[src/rtl/serial_sub_ctrl_if.sv]
// rtl/serial_sub_ctrl_if.sv - host handshake and operand/result bundle for serial_sub_ctrl
interface serial_sub_ctrl_if #(
    parameter int WIDTH = 8
);
    logic             start;
    logic [WIDTH-1:0] a;
    logic [WIDTH-1:0] b;
    logic             bin;
    logic             busy;
    logic             done;
    logic [WIDTH-1:0] diff;
    logic             bout;

    modport master (
        output start, a, b, bin,
        input  busy, done, diff, bout
    );

    modport slave (
        input  start, a, b, bin,
        output busy, done, diff, bout
    );
endinterface

[src/rtl/serial_sub_ctrl.sv]
// rtl/serial_sub_ctrl.sv - bit-serial a - b - bin using one full_sub cell per clock, LSB first
module full_sub (
    input  logic x,
    input  logic y,
    input  logic bi,
    output logic d,
    output logic bo
);
    assign d  = x ^ y ^ bi;
    assign bo = (~x & y) | (~(x ^ y) & bi);
endmodule

module serial_sub_ctrl #(
    parameter int WIDTH = 8,
    parameter int CNT_W = 5
) (
    input  logic                 clk,
    input  logic                 rst_n,
    serial_sub_ctrl_if.slave     bus
);
    localparam logic [1:0] IDLE = 2'd0;
    localparam logic [1:0] RUN  = 2'd1;
    localparam logic [1:0] DONE = 2'd2;

    logic [1:0]       state;
    logic [WIDTH-1:0] a_sh;
    logic [WIDTH-1:0] b_sh;
    logic [WIDTH-1:0] res_sh;
    logic [WIDTH-1:0] diff_q;
    logic             bout_q;
    logic             brw;
    logic [CNT_W-1:0] cnt;
    logic             cell_d;
    logic             cell_bo;
    logic             accept;
    logic             last;
    logic [WIDTH-1:0] res_next;

    full_sub u_cell (
        .x  (a_sh[0]),
        .y  (b_sh[0]),
        .bi (brw),
        .d  (cell_d),
        .bo (cell_bo)
    );

    // Result bits enter at the MSB so after WIDTH shifts bit 0 sits at the LSB.
    assign res_next = {cell_d, res_sh[WIDTH-1:1]};
    assign accept   = ((state == IDLE) || (state == DONE)) && bus.start;
    assign last     = (cnt == CNT_W'(WIDTH - 1));

    always_ff @(posedge clk) begin
        if (!rst_n) begin
            state  <= IDLE;
            a_sh   <= '0;
            b_sh   <= '0;
            res_sh <= '0;
            brw    <= 1'b0;
            cnt    <= '0;
            diff_q <= '0;
            bout_q <= 1'b0;
        end else if (accept) begin
            a_sh   <= bus.a;
            b_sh   <= bus.b;
            brw    <= bus.bin;
            cnt    <= '0;
            res_sh <= '0;
            state  <= RUN;
        end else begin
            case (state)
                RUN: begin
                    res_sh <= res_next;
                    a_sh   <= a_sh >> 1;
                    b_sh   <= b_sh >> 1;
                    brw    <= cell_bo;
                    cnt    <= cnt + 1'b1;
                    if (last) begin
                        diff_q <= res_next;
                        bout_q <= cell_bo;
                        state  <= DONE;
                    end
                end
                default: state <= IDLE;
            endcase
        end
    end

    assign bus.busy = (state == RUN);
    assign bus.done = (state == DONE);
    assign bus.diff = diff_q;
    assign bus.bout = bout_q;
endmodule

[src/flat_wrapper.sv]
// flat-port wrapper written by rule: the top's interface ports become plain ports
module serial_sub_ctrl_flat 
#(
    parameter int WIDTH = 8,
    parameter int CNT_W = 5
)
  (clk, rst_n, bus_start, bus_a, bus_b, bus_bin, bus_busy, bus_done, bus_diff, bus_bout);
  serial_sub_ctrl_if #(.WIDTH(WIDTH)) bus_i ();
  input  logic clk;
  input  logic rst_n;
  input wire logic [$bits(bus_i.start)-1:0] bus_start;
  input wire logic [$bits(bus_i.a)-1:0] bus_a;
  input wire logic [$bits(bus_i.b)-1:0] bus_b;
  input wire logic [$bits(bus_i.bin)-1:0] bus_bin;
  output wire logic [$bits(bus_i.busy)-1:0] bus_busy;
  output wire logic [$bits(bus_i.done)-1:0] bus_done;
  output wire logic [$bits(bus_i.diff)-1:0] bus_diff;
  output wire logic [$bits(bus_i.bout)-1:0] bus_bout;
  assign bus_i.start = bus_start;
  assign bus_i.a = bus_a;
  assign bus_i.b = bus_b;
  assign bus_i.bin = bus_bin;
  assign bus_busy = bus_i.busy;
  assign bus_done = bus_i.done;
  assign bus_diff = bus_i.diff;
  assign bus_bout = bus_i.bout;
  serial_sub_ctrl #(.WIDTH(WIDTH), .CNT_W(CNT_W)) u_core (.clk(clk), .rst_n(rst_n), .bus(bus_i));
endmodule
[config.mk]
export PLATFORM = sky130hd
export DESIGN_NAME = serial_sub_ctrl_flat
export DESIGN_NICKNAME = d
export VERILOG_FILES = /design/src/rtl/serial_sub_ctrl_if.sv /design/src/rtl/serial_sub_ctrl.sv /design/src/flat_wrapper.sv
export SDC_FILE = /design/constraint.sdc
export NUM_CORES = 1
export LEC_CHECK = 0
export BUFFER_PORTS_ARGS = -buffer_cell sky130_fd_sc_hd__buf_2
export CAP_MARGIN = 20
export CORE_ASPECT_RATIO = 1.1
export CORE_MARGIN = 2
export CORE_UTILIZATION = 45
export CTS_CLUSTER_DIAMETER = 60
export DETAILED_ROUTE_END_ITERATION = 7
export GPL_ROUTABILITY_DRIVEN = 0
export PLACE_DENSITY_LB_ADDON = 0.3
export SKIP_LAST_GASP = 1
export SYNTH_ARGS = -nofsm -noshare
export SYNTH_HDL_FRONTEND = slang
export SYNTH_SLANG_ARGS = --single-unit
[constraint.sdc]
create_clock -name clk -period 1.6 [get_ports clk]
set_input_delay 0.24 -clock clk [delete_from_list [all_inputs] [get_ports clk]]
set_output_delay 0.24 -clock clk [all_outputs]
set_load 0.01 [all_outputs]
==> key figures, run 1 <==
STA
  • Final Cycle Share: slightly above 90%
  • Max Clk Rate: between 600 and 700 MHz
  • Unrepaired setup endpoints after global routing: no
  • Slew HR: roughly three quarters
  • Clock skew: approximately 0.0081 ns
  • Setup ws final: 0.108 ns
  • Setup_tns: 0 ns
  • Final hold vios: 0
  • Slew Viols, Final: 0
  • Worst-Margin Slew: between 0.4 and 0.5 ns
  • Crit path time final: 1.49 ns
  • Final setup fails: 0

Clock network
  • Clk root buf: clkbuf_8
  • # H-tree levels: 2
  • Clock Latency Late Sink: ~0.30 ns
  • CTS tree: yes
  • Total CTS buffers: 5
  • Number of setup buffers added after CTS: 0
  • CTS Sinks: 40
  • Max Root-Sink Buffers: 2
  • Clk slew on worst S/H paths: around 0.08 ns
  • Hold buffers post-CTS: 0

Placed design
  • Placed instance area: about 1800 µm²
  • Post-DP HPWL: roughly 2.1 mm
  • Buffers on Ports: 30
  • Pre-CTS setup slack: ~0.21 ns

Flow run
  • Max Cap Viol: 0

Layout
  • Fraction of layout cells with a size suffix above 1: a little over a fifth
  • Nets: ~240
  • N_diodes: 0
  • Fin area: 1940 µm²
  • Reg area: around 800 µm²
  • Fillers: about 350
  • Multi-input logic area: between 700 and 800 µm²
  • P&R area growth vs syn: 17.8%
  • Final Util: 54.3%

Routing
  • Drt drc: 0
  • Via density: 5.05
  • WL/cell: between 10 and 15 µm
  • DR vias: 1338
  • First DRT Iteration DRCs: 45
  • Post-DRT Antenna Nets: 0
  • Post-Route WL: around 3.2 mm
  • Drt pass-1 iters: 4

Power and ir drop
  • Final Power: 2100 µW
  • Cell area power density: 1090 nW/µm²
  • LEAKAGE: between 0.0007 and 0.0008 µW
  • Peak supply drop: ~530 µV

GRT
  • Global-route wire length before repair: between 5 and 6 mm
  • Grt total ovfl: 0
  • Largest net degree at the start of global routing: 28
  • GRT Util Overall: 17.5%
  • Number of global-route vias before repair: about 1200
  • Antenna violations before repair: 0

Floorplanning
  • Die Y: just under 70 µm
  • Cell row count: 23
  • Die ar.: roughly 4200 µm²
  • Core Footprint: between 3000 and 4000 µm²
  • Starting Density: around 46%
  • I/O pin cnt: 31
  • Horiz. Die Dim: 61.7 µm

Yosys
  • Syn avg cell area: roughly 8.9 µm²
  • Yosys warnings: 0
  • Mapped cell area: around 1600 µm²
  • Ranking of synthesized cells by area: dfxtp_1 (49%), nand2_1 (9.4%), mux2i_1 (5.5%)
  • Cell variety after synth: 31
  • Cells after synthesis: roughly 190
  • Area fraction of the dominant cell type after synthesis: roughly 49%
  • Seq cells post-synth: 40
  • Post-synthesis sequential area ratio: 48.7%
  • Syn_nets: about 210
  • Cell taking the most area after synthesis: dfxtp_1

Setup path
  • Crit path launch type: register
  • Arrival time worst endpoint: 1.25 ns
  • Worst Path Max Fanout: 24
  • WS Path Type: register to output port
  • Nature of the critical path endpoint: output port
  • CP required: ~1.4 ns

Min path
  • Worst hold-check path type: primary input to register

Outcome
  • Status: finished, final reports clean
cell type report:
cell class | instances | area share, %
clock buffer | 5 | 3.55
inverter | 3 | 0.839
tap | 50 | 3.23
clock inverter | 3 | 2.19
sequential | 40 | 41.3
timing repair buffer | 36 | 10.1
multi-input combinational | 128 | 38.8
placed cells by master (no fill, tap or decap), types with 2 or more instances in the layout:
cell type   n
dfxtp_1    40
clkbuf_8    5
a31oi_1     3
a21oi_1    10
nor2_1     10
buf_4       6
buf_2      30
nand2b_1    2
nor3_1      8
a22oi_1     3
a21boi_0    7
o21ai_0     4
nand3_1     8
mux2i_1     9
o221ai_1    9
inv_1       2
nand2_1    41
or3_1       2
nor2b_1     2
cell families (layout without fill, tap and decap cells):
family          Yosys count  count (layout)  synth area share [%]
compound gates           38              38                  15.7
xor+xnor                  2               2                  1.06
fa+ha+maj                 2               2                  1.98
buf+inv                  17              47                  5.63
flops                    40              40                  48.7
mux                       9               9                  5.48
simple gates             77              77                  21.4
critical path: stages, from the launching register on:
cell and delay (ns):
dfxtp_1 0.31, nand2b_2 0.27, inv_6 0.20, buf_2 0.17
where the power goes:
part | switching, µW | internal [µW] | total, µW
combinational | 126 | 88.9 | 215
clock | 362 | 461 | 823
sequential | 25.6 | 1040 | 1070
total | 513 | 1590 | 2100
layer usage:
layer  up-vias  GRT usage [%]  part of all wire [%]
met4         0           7.98                   2.1
met5         -              0                     0
met3         6           7.66                   5.5
met1       608           21.7                    49
li1        698              -                     -
met2        26           25.9                    43
cell usage after synthesis:
cell	n
nand2_1	41
dfxtp_1	40
a21oi_1	10
nor2_1	10
mux2i_1	9
o221ai_1	9
buf_2	8
nand3_1	8
nor3_1	8
a21boi_0	7
o21ai_0	4
a22oi_1	3
a31oi_1	3
buf_4	3
clkbuf_1	2
inv_1	2
nand2b_1	2
nor2b_1	2
or3_1	2
a2bb2oi_1	1
and2_1	1
buf_6	1
fa_1	1
ha_1	1
inv_2	1
nand2b_2	1
nand3b_1	1
nor4_4	1
o31ai_1	1
xnor2_1	1
xor2_1	1
path summary, 6_finish.rpt:
| check | startpoint | to | slack [ns] | depth (start not counted) |
|---|---|---|---|---|
| worst max-delay path | u_core.state[1] | bus_busy | 0.11 | 3 |
| worst min-delay path | bus_b[7] | u_core.b_sh[7] | 0.19 | 3 |
| worst max register to register | u_core.state[1] | u_core.cnt[4] | 0.18 | 4 |
| worst min register to register | u_core.bus.diff[5] | u_core.bus.diff[5] | 0.46 | 2 |
repair_timing:
action                     CTS  global route
setup endpoints to repair    1             1
pin swaps                    0             0
gates resized for setup      1             1
flip-flops by register name (all words and copies together) (netlist names):
register and cells:
u_core.bus.bout 1, u_core.b_sh 8, u_core.brw 1, u_core.a_sh 8, u_core.res_sh 7, u_core.bus.diff 8
u_core.cnt 5, u_core.state 2
through the flow:
step	hold WS [ns]	cells
5_1_grt	0.187	265
4_1_cts	0.181	265
2_1_floorplan	0.385	185
3_5_place_dp	0.443	257
6_report	0.188	265
3_3_place_gp	0.441	257
Note: power is estimated with default switching activity, not from simulation.
==> run 2: changes to the inputs <==
--- a/config.mk
+++ b/config.mk
@@ -9,7 +9,7 @@
 export CAP_MARGIN = 20
 export CORE_ASPECT_RATIO = 1.1
 export CORE_MARGIN = 2
-export CORE_UTILIZATION = 45
+export CORE_UTILIZATION = 53
 export CTS_CLUSTER_DIAMETER = 60
 export DETAILED_ROUTE_END_ITERATION = 7
 export GPL_ROUTABILITY_DRIVEN = 0
==> key figures, run 2 (synthesized netlist as in run 1, its figures left out) <==
Min path
  • Hold path cells: 3 (unchanged)
  • Worst hold-check path type: primary input to register
  • Hold Path Origin: bus_a[7]
  • WHS Endpoint: u_core.a_sh[7]

STA
  • Crit path time final: 1.50 ns (+0.0113 ns)
  • Setup_tns: 0 ns (unchanged)
  • Unrepaired setup endpoints after global routing: no
  • Slew HR: 72.7% (-0.35 points)
  • Max Clk Rate: 665 MHz (-0.75%)
  • Worst-Margin Slew: 0.408 ns (+0.00425 ns)
  • Final hold vios: 0 (unchanged)
  • Clock skew: 0.00227 ns (-0.00585 ns)
  • Final setup fails: 0 (unchanged)
  • Final Cycle Share: 93.9% (+0.71 points)
  • Slew Viols, Final: 0 (unchanged)

Layout
  • Fin area: 1880 µm² (-3.2%)
  • Finished Layout Cells: 250 (-5.7%)
  • Most frequent cells in the layout: nand2_1 (41), dfxtp_1 (40), buf_2 (30)
  • N_diodes: 0 (unchanged)
  • Fraction of layout cells with a size suffix above 1: 21.3% (-0.56 points)
  • Commonest non-fill, non-tap cell in the layout: nand2_1
  • Nets: 237 (+0.42%)
  • P&R area growth vs syn: 14.0%

Power and ir drop
  • Seq pwr share: 58.9% (+8.2 points)
  • Final Power: 1810 µW (-14%)
  • Cell area power density: 965 nW/µm² (-11%)
  • Peak supply drop: 609 µV (+14%)
  • Internal power: 1350 µW (-15%)
  • Sw frac: 25.5% (+1.1 points)
  • Net switching power: 461 µW (-10%)
  • LEAKAGE: 0.000706 µW (-2.1%)
  • Combinational share of power: 12.0% (+1.8 points)
  • Clock power frac: 29.1% (-10 points)

Placed design
  • Buffers on Ports: 30 (unchanged)
  • Placed cell count: 242 (-5.8%)
  • Placed instance area: 1810 µm² (-0.69%)
  • Post-DP HPWL: 2.23 mm (+6.1%)

Routing
  • WL/cell: 12.4 µm (+3.6%)
  • Drt pass-1 iters: 4 (unchanged)
  • DR vias: 1374 (+2.7%)
  • Post-DRT Antenna Nets: 0 (unchanged)
  • Drt drc: 0 (unchanged)
  • Via density: 5.50 (+8.9%)
  • Post-Route WL: 3.11 mm (-2.3%)
  • First DRT Iteration DRCs: 41 (-8.9%)

Clock network
  • Clock Latency Late Sink: 0.34 ns (+0.04 ns)
  • Number of setup buffers added after CTS: 0 (unchanged)
  • Max Root-Sink Buffers: 2 (unchanged)
  • Clk root buf: clkbuf_4
  • CTS Sinks: 40 (unchanged)
  • Clk slew on worst S/H paths: 0.11 ns (+0.03 ns)
  • CTS tree: yes
  • Total CTS buffers: 5 (unchanged)
  • # H-tree levels: 2 (unchanged)

Setup path
  • CP required: 1.36 ns (about the same)
  • Reg-to-reg slack, setup: 0.20 ns (+0.02 ns)
  • Worst Path Max Fanout: 24 (unchanged)
  • Setup crit start: u_core.state[1]
  • FF-to-FF End: u_core.res_sh[3]
  • CP peak stage delay: 0.33 ns (+0.02 ns)
  • Nature of the critical path endpoint: output port
  • Arrival time worst endpoint: 1.26 ns (about the same)
  • Crit path launch type: register
  • Critical path, cell by cell: nand2b_2 > inv_8 > buf_2
  • Reg-to-Reg Start: u_core.state[0]
  • CP max-delay cell: dfxtp_1
  • R2R cell count: 3 (-1)
  • WS Path Type: register to output port

GRT
  • Antenna violations before repair: 0 (unchanged)
  • Met1 usage: 21.5% (-0.22 points)
  • GR Util met3: 6.83% (-0.83 points)
  • Grt peak-use layer: met2
  • Met2 Resource Use GR: 35.1% (+9.1 points)
  • Grt total ovfl: 0 (unchanged)
  • Largest net degree at the start of global routing: 25 (-11%)
  • Global-route wire length before repair: 5.48 mm (+3.7%)
  • Number of global-route vias before repair: 1314 (+13%)
  • GRT Util Overall: 19.7% (+2.2 points)

Floorplanning
  • I/O pin cnt: 31 (unchanged)
  • Die Y: 62.4 µm (-7.4%)
  • Cell row count: 21 (-8.7%)
  • Starting Density: 54.9% (+8.8 points)
  • Horiz. Die Dim: 57.1 µm (-7.3%)
  • Core Footprint: 3000 µm² (-16%)
  • Die ar.: 3570 µm² (-14%)

Flow run
  • Max Cap Viol: 0 (unchanged)

Outcome
  • Status: finished, final reports clean
## run 2: cell types whose count changed in the layout (fill, tap and decap cells not counted)
cell / change
buf_4: +1
clkinvlp_4: -1
clkbuf_1: +2
clkbuf_8: -4
clkbuf_4: +5
inv_8: +1
clkinv_2: -1
bufinv_16: -1
inv_6: -1
## run 2: layout make-up
type,count,area (µm²)
well taps,34,42.5
inverters,3,18.8
multi-input cells,128,752
clock buffers,8,58.8
flip-flops and latches,40,801
fillers,278,1120
repair buffers,37,203
## run 2: repair_timing
action / in CTS / in global routing
hold buffers: 0 / 0
gates cloned: 0 / 0
endpoints found under the setup margin: 1 / 1
gates resized for setup: 1 / 2
## run 2: through the flow
stage | util [%] | hold WS [ns] | setup slack [ns]
floorplan | - | 0.385 | 0.418
global placement | 60.4 | 0.438 | 0.305
detailed placement | 60.4 | 0.445 | 0.217
CTS | 62.4 | 0.139 | 0.0341
global route | 62.6 | 0.120 | 0.0176
finish | 62.6 | 0.140 | 0.0971
## run 2: worst max-delay path by stage
stage | end | slack [ns] | cells past startpoint
global route | bus_busy | 0.02 | 3
floorplan | u_core.bus.bout | 0.42 | 5
detailed placement | u_core.bus.diff[5] | 0.22 | 5
global placement | u_core.bus.diff[7] | 0.30 | 5
finish | bus_busy | 0.1 | 3
CTS | bus_busy | 0.03 | 3
## run 2: power groups by stage
stage | clock network, µW | logic, µW | registers, µW
floorplan | 0 | 160 | 1080
global placement | 0 | 207 | 1090
detailed placement | 0 | 215 | 1090
CTS | 541 | 217 | 1070
global route | 588 | 249 | 1070
finish | 526 | 218 | 1070
## run 2: worst max-delay path, delay by kind of cell, from the launching register on
family	cells	cell delay, ns
flip-flops	1	0.33
AND/OR/NAND/NOR	1	0.26
buffers and inverters	2	0.32
## run 2: metal layers
layer  share of wire (%)  routed length (µm)
met1                  45                1400
met2                  48                1500
met3                 4.9                 152
met4                 1.4                  44
met5                   0                   0
